**src/rtl/alu_defs_pkg.sv**
```systemverilog
// -----------------------------------------------------------------------------
// alu_defs
// Shared definitions for the ALU sequencing front-end: default datapath width,
// ALU opcode constants and the controller state encoding.
// -----------------------------------------------------------------------------
package alu_defs;

    // Datapath width; must match the width of the combinational ALU.
    localparam int N_DEFAULT = 3;

    // ALU opcodes, as understood by the ALU `select` input.
    localparam logic [3:0] OP_SUMA      = 4'd0;
    localparam logic [3:0] OP_RESTA     = 4'd1;
    localparam logic [3:0] OP_INC       = 4'd2;
    localparam logic [3:0] OP_DEC       = 4'd3;
    localparam logic [3:0] OP_AND       = 4'd4;
    localparam logic [3:0] OP_OR        = 4'd5;
    localparam logic [3:0] OP_NOT       = 4'd6;
    localparam logic [3:0] OP_XOR       = 4'd7;
    localparam logic [3:0] OP_SHL       = 4'd8;
    localparam logic [3:0] OP_SHR       = 4'd9;
    localparam logic [3:0] OP_MAX_VALID = 4'd9;

    // Controller states.
    typedef enum logic [1:0] {
        ST_IDLE  = 2'd0,
        ST_ISSUE = 2'd1,
        ST_HOLD  = 2'd2
    } state_t;

    // True for opcodes the ALU implements.
    function automatic logic op_is_valid(input logic [3:0] sel);
        return (sel <= OP_MAX_VALID);
    endfunction

endpackage

```
**src/rtl/alu_flag_norm.sv**
```systemverilog
// -----------------------------------------------------------------------------
// alu_flag_norm
// Combinational flag normalisation. The ALU only drives meaningful flags for
// some opcodes; this block turns the raw flags into a consistent set per opcode.
//
// Ports:
//   select_i  opcode that produced res_i
//   res_i     ALU result
//   neg_i, zero_i, cout_i, ovf_i   raw ALU flags
//   neg_o, zero_o, cout_o, ovf_o   normalised flags
// -----------------------------------------------------------------------------
module alu_flag_norm
    import alu_defs::*;
#(
    parameter int N = N_DEFAULT
) (
    input  logic [3:0]   select_i,
    input  logic [N-1:0] res_i,
    input  logic         neg_i,
    input  logic         zero_i,
    input  logic         cout_i,
    input  logic         ovf_i,
    output logic         neg_o,
    output logic         zero_o,
    output logic         cout_o,
    output logic         ovf_o
);

    // The ALU's own overflow output is never trusted: for add/inc the carry
    // doubles as the overflow indication, everywhere else overflow is forced 0.
    logic unused_ovf;
    assign unused_ovf = ovf_i;

    always_comb begin
        // NOTE: every output gets a default first so no path leaves it
        // unassigned, which would otherwise infer a latch.
        neg_o  = 1'b0;
        zero_o = (res_i == '0);
        cout_o = 1'b0;
        ovf_o  = 1'b0;

        case (select_i)
            OP_SUMA, OP_INC: begin
                zero_o = zero_i;
                cout_o = cout_i;
                ovf_o  = cout_i;
            end
            OP_RESTA, OP_DEC: begin
                // The ALU leaves cout/ovf undriven here; keep them at 0.
                neg_o  = neg_i;
                zero_o = zero_i;
            end
            default: begin
                // Logic and shift ops: zero computed locally from the result.
            end
        endcase
    end

endmodule

```
**src/rtl/alu_control.sv**
```systemverilog
// -----------------------------------------------------------------------------
// alu_control
// Sequencing front-end for the combinational ALU. Accepts one request at a
// time, drives registered operands/opcode into the ALU, captures the result
// one cycle later with normalised flags, and returns it over a valid/ready
// handshake. An accumulator keeps the last good result for chaining.
//
// Ports:
//   clk, rst                      clock, synchronous active-high reset
//   in_valid/in_ready             request handshake
//   in_sel, in_a, in_b            opcode and operands
//   in_flag                       forwarded to ALU flagin
//   in_acc                        use accumulator in place of in_a
//   alu_a, alu_b, alu_flagin,
//   alu_select                    registered ALU inputs
//   alu_res, alu_neg, alu_zero,
//   alu_cout, alu_ovf             ALU outputs
//   out_valid/out_ready           response handshake
//   out_result, out_neg, out_zero,
//   out_cout, out_ovf, out_err    response payload
//   acc                           accumulator value
// -----------------------------------------------------------------------------
module alu_control
    import alu_defs::*;
#(
    parameter int N = N_DEFAULT
) (
    input  logic         clk,
    input  logic         rst,

    input  logic         in_valid,
    output logic         in_ready,
    input  logic [3:0]   in_sel,
    input  logic [N-1:0] in_a,
    input  logic [N-1:0] in_b,
    input  logic         in_flag,
    input  logic         in_acc,

    output logic [N-1:0] alu_a,
    output logic [N-1:0] alu_b,
    output logic         alu_flagin,
    output logic [3:0]   alu_select,
    input  logic [N-1:0] alu_res,
    input  logic         alu_neg,
    input  logic         alu_zero,
    input  logic         alu_cout,
    input  logic         alu_ovf,

    output logic         out_valid,
    input  logic         out_ready,
    output logic [N-1:0] out_result,
    output logic         out_neg,
    output logic         out_zero,
    output logic         out_cout,
    output logic         out_ovf,
    output logic         out_err,

    output logic [N-1:0] acc
);

    state_t       state_q;
    logic [N-1:0] alu_a_q, alu_b_q;
    logic         flagin_q;
    logic [3:0]   select_q;
    logic         out_valid_q;
    logic [N-1:0] result_q, acc_q;
    logic         neg_q, zero_q, cout_q, ovf_q, err_q;

    logic [N-1:0] opa_d;
    logic         neg_d, zero_d, cout_d, ovf_d;

    // Operand A is taken from the accumulator as it stands at the accept edge.
    assign opa_d = in_acc ? acc_q : in_a;

    // Flags are normalised against the opcode currently presented to the ALU.
    alu_flag_norm #(.N(N)) u_flag_norm (
        .select_i (select_q),
        .res_i    (alu_res),
        .neg_i    (alu_neg),
        .zero_i   (alu_zero),
        .cout_i   (alu_cout),
        .ovf_i    (alu_ovf),
        .neg_o    (neg_d),
        .zero_o   (zero_d),
        .cout_o   (cout_d),
        .ovf_o    (ovf_d)
    );

    always_ff @(posedge clk) begin
        // NOTE: sequential state uses non-blocking assignments so every
        // register samples pre-edge values regardless of statement order.
        if (rst) begin
            state_q     <= ST_IDLE;
            alu_a_q     <= '0;
            alu_b_q     <= '0;
            flagin_q    <= 1'b0;
            select_q    <= '0;
            out_valid_q <= 1'b0;
            result_q    <= '0;
            acc_q       <= '0;
            neg_q       <= 1'b0;
            zero_q      <= 1'b0;
            cout_q      <= 1'b0;
            ovf_q       <= 1'b0;
            err_q       <= 1'b0;
        end else begin
            case (state_q)
                ST_IDLE: begin
                    if (in_valid) begin
                        if (op_is_valid(in_sel)) begin
                            alu_a_q  <= opa_d;
                            alu_b_q  <= in_b;
                            flagin_q <= in_flag;
                            select_q <= in_sel;
                            state_q  <= ST_ISSUE;
                        end else begin
                            // Unsupported opcode: answer immediately with an
                            // error, without touching the ALU or accumulator.
                            result_q    <= '0;
                            neg_q       <= 1'b0;
                            zero_q      <= 1'b0;
                            cout_q      <= 1'b0;
                            ovf_q       <= 1'b0;
                            err_q       <= 1'b1;
                            out_valid_q <= 1'b1;
                            state_q     <= ST_HOLD;
                        end
                    end
                end
                ST_ISSUE: begin
                    result_q    <= alu_res;
                    acc_q       <= alu_res;
                    neg_q       <= neg_d;
                    zero_q      <= zero_d;
                    cout_q      <= cout_d;
                    ovf_q       <= ovf_d;
                    err_q       <= 1'b0;
                    out_valid_q <= 1'b1;
                    state_q     <= ST_HOLD;
                end
                ST_HOLD: begin
                    if (out_ready) begin
                        out_valid_q <= 1'b0;
                        state_q     <= ST_IDLE;
                    end
                end
                default: begin
                    state_q <= ST_IDLE;
                end
            endcase
        end
    end

    assign in_ready   = (state_q == ST_IDLE);
    assign alu_a      = alu_a_q;
    assign alu_b      = alu_b_q;
    assign alu_flagin = flagin_q;
    assign alu_select = select_q;
    assign out_valid  = out_valid_q;
    assign out_result = result_q;
    assign out_neg    = neg_q;
    assign out_zero   = zero_q;
    assign out_cout   = cout_q;
    assign out_ovf    = ovf_q;
    assign out_err    = err_q;
    assign acc        = acc_q;

endmodule

```
**config.mk**
```make
export PLATFORM = sky130hd
export DESIGN_NAME = alu_control
export DESIGN_NICKNAME = d
export VERILOG_FILES = /design/src/rtl/alu_defs_pkg.sv /design/src/rtl/alu_flag_norm.sv /design/src/rtl/alu_control.sv
export SDC_FILE = /design/constraint.sdc
export NUM_CORES = 1
export LEC_CHECK = 0
export BUFFER_PORTS_ARGS = -buffer_cell sky130_fd_sc_hd__buf_2
export CAP_MARGIN = 30
export CORE_MARGIN = 2
export CORE_UTILIZATION = 40
export CTS_CLUSTER_SIZE = 40
export DETAILED_ROUTE_END_ITERATION = 7
export PLACE_DENSITY = 0.7
export REMOVE_ABC_BUFFERS = 1
export SYNTH_ARGS = -nofsm -noshare
export SYNTH_HDL_FRONTEND = slang
export SYNTH_SLANG_ARGS = --single-unit
```
**constraint.sdc**
```tcl
create_clock -name clk -period 2 [get_ports clk]
set_input_delay 0.1 -clock clk [delete_from_list [all_inputs] [get_ports clk]]
set_output_delay 0.1 -clock clk [all_outputs]
set_load 0.005 [all_outputs]
```
Yosys cells after proc, flatten, opt, wreduce, memory -nomap -nowiden
Index checks and enable logic that the tools add are counted.
{"block": "totals", "reg_bits": 24, "output_inout_bits": 24, "word_cells": 54}
{"block": "op_classes", "n_lt_le_gt_ge": 1, "n_eq_ne": 8, "muxes": 21, "n_reduce_logical": 12}
{"operator": "2-to-1 mux 3 bit", "count": 3}
{"operator": "== test 4 x 2 -> 1 bit (second input constant)", "count": 2}
{"operator": "2-to-1 mux 1 bit", "count": 8}
{"operator": "one-hot mux 1 bit (2 select lines)", "count": 4}
{"operator": "2-to-1 mux 2 bit", "count": 3}
{"operator": "inequality test 2 bit (second input constant)", "count": 3}
{"operator": "one-hot mux 2 bit (3 select lines)", "count": 1}
{"operator": "one-hot mux 3 bit (2 select lines)", "count": 1}
{"operator": "AND reduction 3 bit", "count": 2}
{"operator": "== test 4 x 1 -> 1 bit (second input constant)", "count": 1}
{"operator": "less-or-equal comparator 4 bit (second input constant)", "count": 1}
{"operator": "zero test 4 bit", "count": 1}
{"operator": "AND reduction 4 bit", "count": 1}
{"operator": "OR reduction 2 bit", "count": 2}
{"operator": "OR reduction 4 bit", "count": 1}
{"operator": "zero test 3 bit", "count": 1}
{"operator": "one-hot mux 1 bit (3 select lines)", "count": 1}
{"operator": "nonzero test 3 bit", "count": 1}
{"operator": "== test 2 x 1 -> 1 bit (second input constant)", "count": 1}
{"operator": "== test 2 bit (second input constant)", "count": 1}
{"operator": "zero test 2 bit", "count": 1}
{"operator": "AND reduction 2 bit", "count": 1}
{"operator": "nonzero test 2 bit", "count": 1}

Longest topological paths before layout
{"block": "depth", "word_depth": 4, "ltp_mapped": 4}

Cells and area by module
Synthesis repeated with hierarchy kept, for this count alone.
{"block": "unflattened", "hier_cells": 115, "hier_area_um2": 1107.3}
{"mod": "alu_control", "n_inst": 1, "cells_per_inst": 109, "area_per_inst_um2": 1064.8, "seq_area_each_um2": 500.5}
{"mod": "alu_flag_norm", "n_inst": 1, "cells_per_inst": 6, "area_per_inst_um2": 42.5, "seq_area_each_um2": 0.0}

Worst setup path before layout
OpenSTA, ideal clock, no wires.
{"block": "synth_timing", "kind": "register -> register", "start": "register state_q[1]", "end": "register select_q[3], in the netlist alu_select[3]", "setup_time_ns": 0.133, "arrival_ns": 1.035, "required_time_ns": 1.867, "setup_slack_ns": 0.831, "path_stages_with_launch": 5, "n_path_buf": 1, "cell_sequence": "dfxtp_1 > or3b_1 > buf_6 > o21ai_1 > a21oi_1"}
{"block": "synth_via", "elab_chain_cells": 2}
{"element": "from (decl)", "line_no": "alu_control.sv:61", "text": "state_t state_q;"}
{"element": "from (signal assigned)", "line_no": "alu_control.sv:93", "text": "state_q <= ST_IDLE;"}
{"element": "from (signal assigned)", "line_no": "alu_control.sv:115", "text": "state_q <= ST_ISSUE;"}
{"element": "from (signal assigned)", "line_no": "alu_control.sv:126", "text": "state_q <= ST_HOLD;"}
{"element": "zero test 2 bit", "line_no": "alu_control.sv:107", "text": "case (state_q)"}
{"element": "AND reduction 3 bit (no line)"}
{"element": "to (signal assigned)", "line_no": "alu_control.sv:114", "text": "select_q <= in_sel;"}
{"element": "to (decl)", "line_no": "alu_control.sv:64", "text": "logic [3:0] select_q;"}
No other way between the ends.
A chain may end at the register's enable or synchronous reset.

Final worst setup path
{"block": "layout_timing", "start": "register state_q[1]", "end": "register alu_a_q[1], in the netlist alu_a[1]"}
{"block": "layout_via", "elab_chain_cells": 2}
{"element": "zero test 2 bit", "line_no": "alu_control.sv:107"}
{"element": "AND reduction 3 bit (no line)"}
{"element": "to (signal assigned)", "line_no": "alu_control.sv:111", "text": "alu_a_q <= opa_d;"}
{"element": "to (decl)", "line_no": "alu_control.sv:62", "text": "logic [N-1:0] alu_a_q, alu_b_q;"}
No other way between the ends.

==> results.cfg <==
[placed_design]
place_congestion = 0.706
dp.final_hpwl_um = 1700
place_area_um2 = 1220
port_buffers = 45

[global_route]
met3_usage_pct = 2.73
antenna_found_initial = 0
overflow = 0
use_met1_pct = 19.6
first_global_vias = 800
grt_busiest_layer = met2
met2_usage_pct = 26.7
grt_pass1_wl_um = 3370
grt_use_total_pct = 16.2
grt_max_degree = 27

[timing]
report.final.slew_viol_count = 0
fmax_mhz = 702
relSlewSlack_pct = 57.5
finalCriticalPeriod_ns = 1.42
finalCritPeriodShare_pct = 71.2
rsz0062_at_grt = false
setup_viol = 0
tns_ns = 0
fin_skew_ns = 0.00918
finalHoldViolCount = 0
tightestPinTransition_ns = 0.634

[pwr]
p_clk_share_pct = 33.5
vdd_ir_drop_max_mv = 0.391
total_power_uw = 1020
swShare_pct = 23.8
p_int_uw = 777
p_per_area_nw_per_um2 = 799
seqPwrFrac_pct = 51.3
switching_power_uw = 242
leakagePower_uw = 0.000573
p_comb_share_pct = 15.2

[synthesis]
syn_avg_cell_area_um2 = 9.11
synth_largest_area_cell = dfxtp_1
yosysMostFrequentCell = dfxtp_1
synth_seq_area_share_pct = 47.5
synth_fa_ha_area_share_pct = 0
synthTopCellsByArea = dfxtp_1 (48%), a21oi_1 (8.4%), mux2i_1 (4.0%)
yosys.area_share.simple_pct = 17.1
synth_edf_count = 0
synth_top_family_by_area = compound AO/OA/AOI/OAI gates
synth_area_um2 = 1010
ys_top_cells_by_count = dfxtp_1 (24), a21oi_1 (17), nand3_1 (8), o21ai_1 (8), nand2_1 (7)
synthMuxAreaShare_pct = 3.96
ys_async_sr_fraction_pct = 0
dominantRegCellSynth = dfxtp_1
syn_inst = 111
synth_xor_area_share_pct = 0
synth_top_area_share_pct = 47.5
ys_seq_elements = 24
ys_warn_count = 0
yosys.cell_types.count = 28
synth_compound_area_share_pct = 25.0

[cts]
numCtsBuffers = 3
cts_root_buffer = clkbuf_4
cts_max_level = 1
cts_resized = 0
max-clock-path-buffers = 2
path_clk_slew_ns = 0.13
clock_latency_ns = 0.31
cts_setup_buffers = 0
cts_tree = built
hold_buffers = 0
cts.sinks = 24

[hold_path]
hp-start = in_b[1]
hp-class = primary input to flip-flop

[setup_path]
critPathLaunch = state_q[1]
reg2reg_setup_slack_ns = 0.58
endpoint = alu_a[1]
worstSetupPathType = flip-flop to flip-flop
critPathLaunchType = flip-flop
crit_required_ns = 2.23
r2r_start = state_q[1]
reg2reg_to = alu_a[1]
worstRegToRegCells = 3
worstSetupEndpointType = flip-flop
critical_path_peak_fanout = 11
cp.arrival_ns = 1.66

[floorplan]
core_um2 = 2430
die_x_um = 54.3
io_pins = 47
dieArea_um2 = 2950
num_rows = 18
die_y_um = 54.3
start_util_pct = 41.6

[cells_and_area]
num_antenna_cells = 0
seq_area_um2 = 480
multiInputGateArea_um2 = 465
drive_above_1_share_pct = 35.5
nNetsFinal = 176
fillers = 244
area_growth_pct = 26.2
finalInstanceArea_um2 = 1280

[route]
wl_per_cell_um = 12.8
firstDrtPassIters = 4
drc = 0
drt-total-wl_um = 2330
vias_per_cell = 5.27
drtAntennaViolNets = 0
drt_iter0_drc = 17
vias = 959

[run]
drv_cap = 0

[status]
outcome = finished clean
[registers in the layout (all words and copies together) (netlist names)]
signal,flops
acc,3
alu_a,3
alu_b,3
alu_flagin,1
alu_select,4
out_err,1
out_neg,1
out_ovf,1
out_result,3
out_valid,1
out_zero,1
state_q,2
[power by group through the flow]
| stage | Sequential, uW | Combinational, uW | Clock, uW |
|---|---|---|---|
| detailed placement | 533 | 155 | 0 |
| CTS | 523 | 156 | 354 |
| global placement | 532 | 151 | 0 |
| global route | 526 | 173 | 375 |
| floorplan | 535 | 77.6 | 0 |
| finish | 523 | 155 | 342 |
[critical path, stage by stage (launching register included)]
cell      delay, ns
dfxtp_1        0.39
nor3b_2        0.58
a21oi_1        0.15
a211oi_1       0.23
[metal layers]
layer  part of all wire, %  vias up
met5                     0        -
met4                   1.2        0
met3                   7.0        2
met2                    48       34
met1                    44      443
li1                      -      480
[how the worst min path moves through the flow]
stage	to	depth (start not counted)
2_1_floorplan	acc[0]	1
3_3_place_gp	out_neg	3
3_5_place_dp	out_neg	3
4_1_cts	alu_b[0]	3
5_1_grt	alu_b[1]	3
6_report	alu_b[1]	3
[logic make-up after synthesis]
logic type	after synthesis
AOI/OAI and AO/OA	41
buffers and inverters	12
DFF	24
muxes	4
and+or+nand+nor	30
[cell usage in the layout, fill, tap and decap left out, drive strengths merged]
master	synthesis	routed
buf	5	45
dfxtp	24	24
a21oi	17	17
o21ai	10	10
nand3	8	8
nand2	7	7
inv	4	4
nand2b	4	4
mux2i	4	4
nor2	4	4
o32ai	3	3
o21a	3	3
o211ai	3	3
a211oi	3	3
clkbuf	3	3
nor3	2	2
nor3b	2	2
and2b	1	1
nand3b	1	1
or3b	1	1
o21ba	1	1
a31oi	1	1
bufinv	0	1
[stage by stage]
stage / instances / hold WS (ns) / worst slack [ns] / utilization, %
2_1_floorplan: 103 / 0.169 / 0.789 / -
3_3_place_gp: 178 / 0.348 / 0.649 / 50.3
3_5_place_dp: 178 / 0.359 / 0.574 / 50.3
4_1_cts: 182 / 0.0150 / 0.566 / 52.5
5_1_grt: 182 / 0.00948 / 0.389 / 52.5
6_report: 182 / 0.0254 / 0.576 / 52.5
[layout make-up]
type / count / share of cell area, %
flip-flops and latches: 24 / 37.6
well taps: 30 / 2.94
repair buffers: 45 / 17.6
clock buffers: 3 / 1.76
multi-input cells: 75 / 36.5
inverters: 4 / 1.18
clock inverters: 1 / 2.35
(Power assumes the default switching activity.)
